[src/rtl/csa_pkg.sv]
// csa_pkg: shared defaults and FSM encoding for the carry-save resolver.
package csa_pkg;
    localparam int W_DEF = 64;
    localparam int CHUNK_DEF = 16;
    localparam int NCHUNK_DEF = (W_DEF + CHUNK_DEF) / CHUNK_DEF;
    typedef enum logic [1:0] {
        IDLE = 2'd0,
        BUSY = 2'd1,
        DONE = 2'd2
    } state_t;
endpackage

[src/rtl/csa_resolver_chunk_adder.sv]
// chunk_adder: combinational CHUNK-bit adder with carry in and carry out.
module chunk_adder #(
    parameter int CHUNK = 16
) (
    input  logic [CHUNK-1:0] a,
    input  logic [CHUNK-1:0] b,
    input  logic             cin,
    output logic [CHUNK-1:0] s,
    output logic             cout
);
    assign {cout, s} = {1'b0, a} + {1'b0, b} + {{CHUNK{1'b0}}, cin};
endmodule

[src/rtl/csa_resolver.sv]
// csa_resolver: resolves a carry-save pair to binary, CHUNK bits per cycle.
module csa_resolver
    import csa_pkg::*;
#(
    parameter int W = W_DEF,
    parameter int CHUNK = CHUNK_DEF
) (
    input  logic         clk,
    input  logic         rst,
    input  logic         in_valid,
    output logic         in_ready,
    input  logic [W:0]   sum_in,
    input  logic [W:0]   carry_in,
    output logic         out_valid,
    input  logic         out_ready,
    output logic [W+1:0] result,
    output logic         fmt_err
);
    localparam int NCHUNK = (W + CHUNK) / CHUNK;
    localparam int EW = NCHUNK * CHUNK;
    localparam int IW = NCHUNK > 1 ? $clog2(NCHUNK) : 1;

    state_t state, state_nxt;
    logic [IW-1:0] idx;
    logic cy, cout, last;
    logic [EW-1:0] a_q, b_q;
    logic [CHUNK-1:0] s;
    logic [W+1:0] wr, nb;

    assign last = idx == IW'(NCHUNK - 1);
    assign in_ready = state == IDLE;
    assign out_valid = state == DONE;

    chunk_adder #(.CHUNK(CHUNK)) u_add (
        .a(a_q[idx*CHUNK +: CHUNK]),
        .b(b_q[idx*CHUNK +: CHUNK]),
        .cin(cy),
        .s(s),
        .cout(cout)
    );

    // Per-bit write enables: the current chunk, or the final carry when it lands beyond the chunks.
    for (genvar i = 0; i < W + 2; i++) begin : g_wr
        localparam int K = i / CHUNK;
        assign wr[i] = K < NCHUNK ? int'(idx) == K : last;
        assign nb[i] = K < NCHUNK ? s[i % CHUNK] : cout;
    end

    always_comb begin
        state_nxt = state;
        if (state == IDLE) state_nxt = in_valid ? BUSY : IDLE;
        else if (state == BUSY) state_nxt = last ? DONE : BUSY;
        else if (state == DONE) state_nxt = out_ready ? IDLE : DONE;
        else state_nxt = IDLE;
    end

    always_ff @(posedge clk) begin
        if (rst) begin
            state <= IDLE;
            idx <= '0;
            cy <= 1'b0;
            a_q <= '0;
            b_q <= '0;
            result <= '0;
            fmt_err <= 1'b0;
        end else begin
            state <= state_nxt;
            if (state == IDLE && in_valid) begin
                a_q <= EW'(sum_in);
                b_q <= EW'(carry_in);
                idx <= '0;
                cy <= 1'b0;
                result <= '0;
                fmt_err <= sum_in[W] | carry_in[0];
            end else if (state == BUSY) begin
                idx <= last ? '0 : idx + IW'(1);
                cy <= cout;
                result <= (result & ~wr) | (nb & wr);
            end
        end
    end
endmodule

[config.mk]
export PLATFORM = sky130hd
export DESIGN_NAME = csa_resolver
export DESIGN_NICKNAME = d
export VERILOG_FILES = /design/src/rtl/csa_pkg.sv /design/src/rtl/csa_resolver_chunk_adder.sv /design/src/rtl/csa_resolver.sv
export SDC_FILE = /design/constraint.sdc
export NUM_CORES = 1
export LEC_CHECK = 0
export CAP_MARGIN = 20
export CORE_MARGIN = 1.5
export CORE_UTILIZATION = 57
export DETAILED_ROUTE_END_ITERATION = 10
export DONT_BUFFER_PORTS = 1
export GPL_ROUTABILITY_DRIVEN = 0
export GPL_TIMING_DRIVEN = 0
export PLACE_DENSITY_LB_ADDON = 0.05
export REMOVE_ABC_BUFFERS = 1
export SETUP_SLACK_MARGIN = 0.4
export SYNTH_ARGS = -nofsm -noshare
export SYNTH_HDL_FRONTEND = slang
export SYNTH_HIERARCHICAL = 1
export SYNTH_SLANG_ARGS = --single-unit
export TNS_END_PERCENT = 20
[constraint.sdc]
create_clock -name clk -period 3.85 [get_ports clk]
set_input_delay 0.77 -clock clk [delete_from_list [all_inputs] [get_ports clk]]
set_output_delay 0.77 -clock clk [all_outputs]
set_load 0.005 [all_outputs]
==> results of run 1 <==
==> worst max-delay path by stage <==
stage / from / slack (ns) / cells after the start / endpoint
after floorplan: in_valid / -1.20 / 3 / register
after global placement: in_valid / -3.98 / 3 / register
after detailed placement: idx[2] / -0.26 / 13 / register
after CTS: idx[2] / 0.39 / 11 / register
after global routing: idx[1] / 0.36 / 14 / cy
final: idx[1] / 0.49 / 14 / cy
==> layer usage <==
metal | vias up | global-route usage | wire length [um]
met1 | 3239 | 0.330 | 9160
met2 | 190 | 0.393 | 9430
li1 | 3499 | - | -
met3 | 27 | 0.0848 | 2020
met4 | 0 | 0.0489 | 323
met5 | - | 0 | 0
==> placed cells by master (no fill, tap or decap), drive strengths merged, types with 3 or more instances in the layout <==
master    netlist  routed
nand2         395     395
a21oi         209     209
dfxtp         203     203
mux4           31      31
clkbuf         36      31
and2           30      30
buf            46      23
ha             20      20
nor2           13      13
o21ai           9       9
xnor2           9       9
inv             9       8
mux2i           7       7
a21o            5       5
nand2b          5       5
nor3            5       5
xor2            5       5
nand3           4       4
clkinv          0       4
nor4bb          3       3
clkinvlp        0       3
o211ai          3       3
==> layout make-up <==
type,count,area (um2)
repair buffers,24,333
fillers,1394,5330
inverters,9,37.5
well taps,211,264
flip-flops and latches,203,4070
repair inverters,1,7.51
multi-input cells,780,4560
clock inverters,7,87.6
clock buffers,31,626
==> metrics by stage <==
step	total power [mW]	utilization	instance area, um2
3_5_place_dp	2.79	0.591	9040
6_report	4.83	0.652	9990
3_3_place_gp	2.76	0.574	8790
2_1_floorplan	2.64	-	8520
4_1_cts	4.86	0.646	9890
5_1_grt	5.03	0.652	9990
==> worst register-to-register path, delay by kind of cell, from the launching register on <==
family                   cells  cell delay (ns)
AO/OA/AOI/OAI                7             1.44
adder cells (fa/ha/maj)      2             0.86
buffers and inverters        1             0.12
flip-flops                   1             0.41
multiplexers                 2             0.31
AND/OR/NAND/NOR              2             0.11
==> report_power, final <==
part | switching, mW | total [mW] | internal (mW)
Clock | 0.803 | 2.07 | 1.26
Sequential | 0.0513 | 2.25 | 2.20
Combinational | 0.301 | 0.517 | 0.216
==> cells by family after synthesis <==
kind of cell,synth area share
and+or+nand+nor,0.215
DFF,0.451
xor gates and xnor gates,0.0136
adders and majority gates,0.0322
AOI/OAI and AO/OA,0.145
muxes,0.0853
buffers and inverters,0.0578
==> timing repair <==
action,CTS,global route
endpoints found under the setup margin,41,30
cloned,2,0
pin swaps,1,10
setup buffers,6,5
resized for setup,8,11
==> flow_summary_export.csv, run 1 <==
group,metric,value,unit
outcome,status,"finished clean",
worst_setup_path,path_cells,"buf_12 > mux2i_1 > nor3_1 > a211o_1 > fa_2 > fa_2 > a21oi_4 > o21ai_4 > a21oi_4 > o311ai_4 > a221o_1 > a21o_1 > mux2i_1 > nor2_1",
hold_path,min_from,"rst",
worst_setup_path,path_buf_inv,1,
synthesis,synth_flop_cell,"dfxtp_1",
synthesis,yosysTopAreaCell,"dfxtp_1",
flow_run,maxCapViolCount,0,
power_and_ir_drop,ir_worst_vdd,0.000461,V
worst_setup_path,crit_family,"compound AO/OA/AOI/OAI gates",
clocking,cts_tree,"yes",
worst_setup_path,end_kind,"register",
die,core,0.0153,mm2
global_route,antenna_found_initial,0,
die,die_x,129,um
route,remaining_drc_errors,0,
timing,final.setup_skew,0.0170,ns
global_route,grt_pass1_wl,32.6,mm
global_route,grt_max_degree,135,
timing,max_freq,0.297,GHz
cells_and_area,area_growth,10.8,%
route,routed-via-count,6955,
worst_setup_path,r2r-end,"cy",
route,drtAntennaViolNets,0,
clocking,clkTransAtPathRegs,0.06,ns
clocking,cts.sinks,203,
placement,dp.cells,1215,
synthesis,synth_top_area_frac,0.451,
synthesis,syn_avg_cell_area,8.39,um2
synthesis,synth_cells,1074,
die,die_h,129,um
worst_setup_path,slowest_stage,"fa_2",
clocking,h-tree-depth,1,
hold_path,min_path_cells,1,
clocking,cts_hold_buf,0,
cells_and_area,final_cells,1266,
clocking,clockRootBuffer,"clkbuf_16",
route,post_drt_wl_per_cell,16.5,um
synthesis,yosys_warnings,6,
route,drt-total-wl,20.9,mm
cells_and_area,antenna_cells,0,
clocking,cts_inserted_buffers,22,
power_and_ir_drop,p_leak,3.67,nW
clocking,clockBufferDepth,3,
synthesis,synth_seq_area_share,0.451,
die,rows,45,
timing,rsz0062_at_grt,"yes",
route,first_pass_iters,4,
worst_setup_path,worst-r2r-setup-slack,0.49,ns
timing,timing.final.crit_share,0.874,
worst_setup_path,critPathLaunchType,"register",
synthesis,syn_area,0.00901,mm2
synthesis,async_flop_share,0,
worst_setup_path,crit_fanout,6,
route,drt-initial-drc-count,413,
global_route,grt_remaining_overflow,0,
synthesis,synth_common_cells,"nand2_1, a21oi_1, dfxtp_1",
worst_setup_path,worst_ep_required_time,4.21,ns
global_route,grt_pass1_vias,6319,
route,viasPerCell,5.49,
timing,period_minus_slack,3.36,ns
timing,fin_ws,0.486,ns
worst_setup_path,worstRegToRegCells,14,
hold_path,hold_class,"in2reg",
timing,worst_slew_pin_slew,0.966,ns
timing,final_max_slew_viol_count,0,
timing,setup_tns,0,ns
hold_path,hold_path_end,"b_q[51]",
timing,worst_hold_slack,0.352,ns
power_and_ir_drop,p_per_area,484,mW/mm2
synthesis,synth_edf_count,0,
timing,slew_headroom,0.355,
timing,finalHoldViolCount,0,
placement,pre_cts_slack,-0.258,ns
global_route,grt_use_total,0.247,
worst_setup_path,cp_data_arrival_time,3.73,ns
cells_and_area,layout-drive-gt1-share,0.109,
timing,setup_violations,0,
worst_setup_path,crit_type,"reg2reg",
die,ios,203,
worst_setup_path,critPathMaxStageDelay,0.44,ns
die,die-area,0.0166,mm2
worst_setup_path,r2r_start,"idx[1]",
synthesis,synthDistinctLibCells,50,
synthesis,synth.most_common_cell,"nand2_1",
die,start_util,0.588,
synthesis,ys_ff_latch,203,
cells_and_area,nets,1197,
placement,portBuffers,0,
clocking,insertion_delay,0.50,ns
synthesis,synthTopCellsByArea,"dfxtp_1, nand2_1, a21oi_1",
placement,dp_hpwl,14.1,mm
(Power assumes the default switching activity.)
==> inputs of run 2 (changes only) <==
--- a/config.mk
+++ b/config.mk
@@ -7,9 +7,8 @@
 export LEC_CHECK = 0
 export CAP_MARGIN = 20
 export CORE_MARGIN = 1.5
-export CORE_UTILIZATION = 57
+export CORE_UTILIZATION = 46
 export DETAILED_ROUTE_END_ITERATION = 10
-export DONT_BUFFER_PORTS = 1
 export GPL_ROUTABILITY_DRIVEN = 0
 export GPL_TIMING_DRIVEN = 0
 export PLACE_DENSITY_LB_ADDON = 0.05
==> constraint.sdc (replaced) <==
create_clock -name clk -period 3.85 [get_ports clk]
set_input_delay 0.77 -clock clk [delete_from_list [all_inputs] [get_ports clk]]
set_output_delay 0.77 -clock clk [all_outputs]
set_load 0.1 [all_outputs]
==> run 2 against run 1 <==
- combinational power is 53% higher
- sequential cell count is the same
- worst setup slack worse by 0.048 ns
- wire length increased by 12%
- utilization down 1.9 points
- sequential share of layout area down 7.5 points
- die area is 23% higher
- highest routed layer unchanged
- cell count increased by 20%
- first-iteration DRC count grew 3.4%
- total power rose by 8.6%
- count of clock-buffer cells in the layout decreased by 1
- via count rose by 11%
==> flow_summary_export.csv, run 2 (synthesis results as in run 1) <==
group,metric,value,unit
route,routed-via-count,7726,
route,viasPerCell,5.07,
cells_and_area,multi_input_area,0.00461,mm2
cells_and_area,layout-drive-gt1-share,0.104,
timing,fin_ws,0.438,ns
power_and_ir_drop,switching_share,0.251,
global_route,grt_remaining_overflow,0,
worst_setup_path,path_buf_inv,1,
global_route,grt_use_total,0.229,
power_and_ir_drop,p_clk_frac,0.421,
worst_setup_path,crit_family,"buffers and inverters",
power_and_ir_drop,p_seq_frac,0.428,
placement,placed_area,0.0112,mm2
die,die_h,143,um
global_route,grt_max_degree,75,
die,core,0.0193,mm2
placement,dp_hpwl,15.8,mm
power_and_ir_drop,switchingPower,1.32,mW
placement,pre_cts_slack,-0.409,ns
timing,finalHoldViolCount,0,
timing,setup_tns,0,ns
cells_and_area,design_area,0.0122,mm2
route,dr_wl_met3,1.33,mm
cells_and_area,fillers,1770,
die,rows,51,
worst_setup_path,worst-r2r-setup-slack,0.44,ns
route,remaining_drc_errors,0,
clocking,h-tree-depth,1,
worst_setup_path,path_cells,"nor2b_1 > clkdlybuf4s50_1",
power_and_ir_drop,power_frac_comb,0.151,
worst_setup_path,crit_fanout,14,
clocking,insertion_delay,0.50,ns
route,wl_met1,11.0,mm
worst_setup_path,end_kind,"output pin",
clocking,clkTransAtPathRegs,0.06,ns
route,post_drt_wl_per_cell,15.3,um
worst_setup_path,cp_data_arrival_time,2.64,ns
clocking,cts.sinks,203,
clocking,cts_inserted_buffers,22,
power_and_ir_drop,p_per_area,428,mW/mm2
global_route,grt_pass1_wl,37.1,mm
cells_and_area,seqCellArea,0.00407,mm2
power_and_ir_drop,ir_worst_vdd,0.000272,V
timing,worst_slew_pin_slew,1.03,ns
worst_setup_path,crit_type,"reg2out",
timing,rsz0062_at_grt,"yes",
global_route,antenna_found_initial,0,
power_and_ir_drop,p_total,5.24,mW
route,drt-total-wl,23.4,mm
timing,timing.final.crit_share,0.886,
timing,max_freq,0.293,GHz
global_route,grt_pass1_vias,7110,
route,met2_length,10.7,mm
timing,setup_violations,0,
die,die-area,0.0204,mm2
timing,worst_hold_slack,0.450,ns
die,ios,203,
route,drtAntennaViolNets,0,
timing,period_minus_slack,3.41,ns
clocking,clockBufferDepth,3,
power_and_ir_drop,internal_power,3.93,mW
worst_setup_path,slowest_stage,"clkdlybuf4s50_1",
worst_setup_path,critPathLaunchType,"register",
route,first_pass_iters,5,
timing,slew_headroom,0.308,
cells_and_area,final_common_cell,"nand2_1",
worst_setup_path,critPathMaxStageDelay,1.15,ns
timing,final.setup_skew,0.0148,ns
cells_and_area,nets,1399,
route,drt-initial-drc-count,427,
placement,portBuffers,202,
die,start_util,0.466,
outcome,status,"finished clean",
cells_and_area,antenna_cells,0,
hold_path,hold_class,"reg2reg",
worst_setup_path,worst_ep_required_time,3.08,ns
timing,final_max_slew_viol_count,0,
die,die_x,143,um
clocking,cts_hold_buf,0,
clocking,clockRootBuffer,"clkbuf_16",
cells_and_area,final_cell_mix,"nand2_1, a21oi_1, clkdlybuf4s50_1",
route,dr.max_layer_used,"met4",
power_and_ir_drop,p_leak,4.50,nW
cells_and_area,area_growth,35.9,%
flow_run,maxCapViolCount,0,
clocking,cts_tree,"yes",
## run 2: cell count changes in the layout (fill, tap and decap cells not counted), sizes merged
cell and delta:
clkdlybuf4s50 +201, buf +1, clkbuf -1, clkinv +2
clkinvlp -1, bufinv +1
## run 2: per-stage QoR
step,utilization,instances
after floorplan,-,992
after global placement,0.563,1459
after detailed placement,0.581,1474
after CTS,0.628,1522
after global routing,0.633,1523
final,0.633,1523
## run 2: path summary, 6_finish.rpt
kind,from,to,cells past startpoint
worst max-delay path,state[1],out_valid,2
worst min-delay path,a_q[43],a_q[43],2
worst max register to register,idx[0],cy,13
worst min register to register,a_q[43],a_q[43],2
## run 2: final cells by class
class	instances	share of cell area
timing repair inverter	1	0.000613
multi-input combinational	780	0.376
timing repair buffer	226	0.198
clock buffer	30	0.0524
clock inverter	9	0.0101
sequential	203	0.333
inverter	9	0.00307
tap	265	0.0271
## run 2: worst reg2reg max path: stages, from the launching register on
cell and delay, ns:
dfxtp_4 0.37, buf_4 0.20, buf_12 0.20, mux4_2 0.55
and2_1 0.18, ha_1 0.37, a211oi_1 0.29, o21ai_1 0.12
o211ai_2 0.11, o311ai_4 0.17, a221o_1 0.36, a21o_1 0.20
mux2i_1 0.13, nor2_1 0.05
## run 2: power by group through the flow
| stage | Combinational, mW | Clock [mW] | Sequential (mW) |
|---|---|---|---|
| 6_report | 0.790 | 2.21 | 2.24 |
| 5_1_grt | 0.864 | 2.34 | 2.26 |
| 4_1_cts | 0.776 | 2.25 | 2.24 |
| 3_5_place_dp | 0.750 | 0 | 2.30 |
| 3_3_place_gp | 0.709 | 0 | 2.31 |
| 2_1_floorplan | 0.362 | 0 | 2.34 |
## run 2: timing repair
item / 4_1_cts / 5_1_grt
pin swaps: 1 / 3
gates cloned: 2 / 0
hold endpoints to repair: 0 / 0
gates resized for setup: 10 / 20
endpoints found under the setup margin: 46 / 36
buffers inserted: 7 / 1
## run 2: metal layers
metal	GRT usage	up-vias
met5	0	-
li1	-	3921
met1	0.330	3574
met3	0.0342	26
met4	0.0515	0
met2	0.361	205
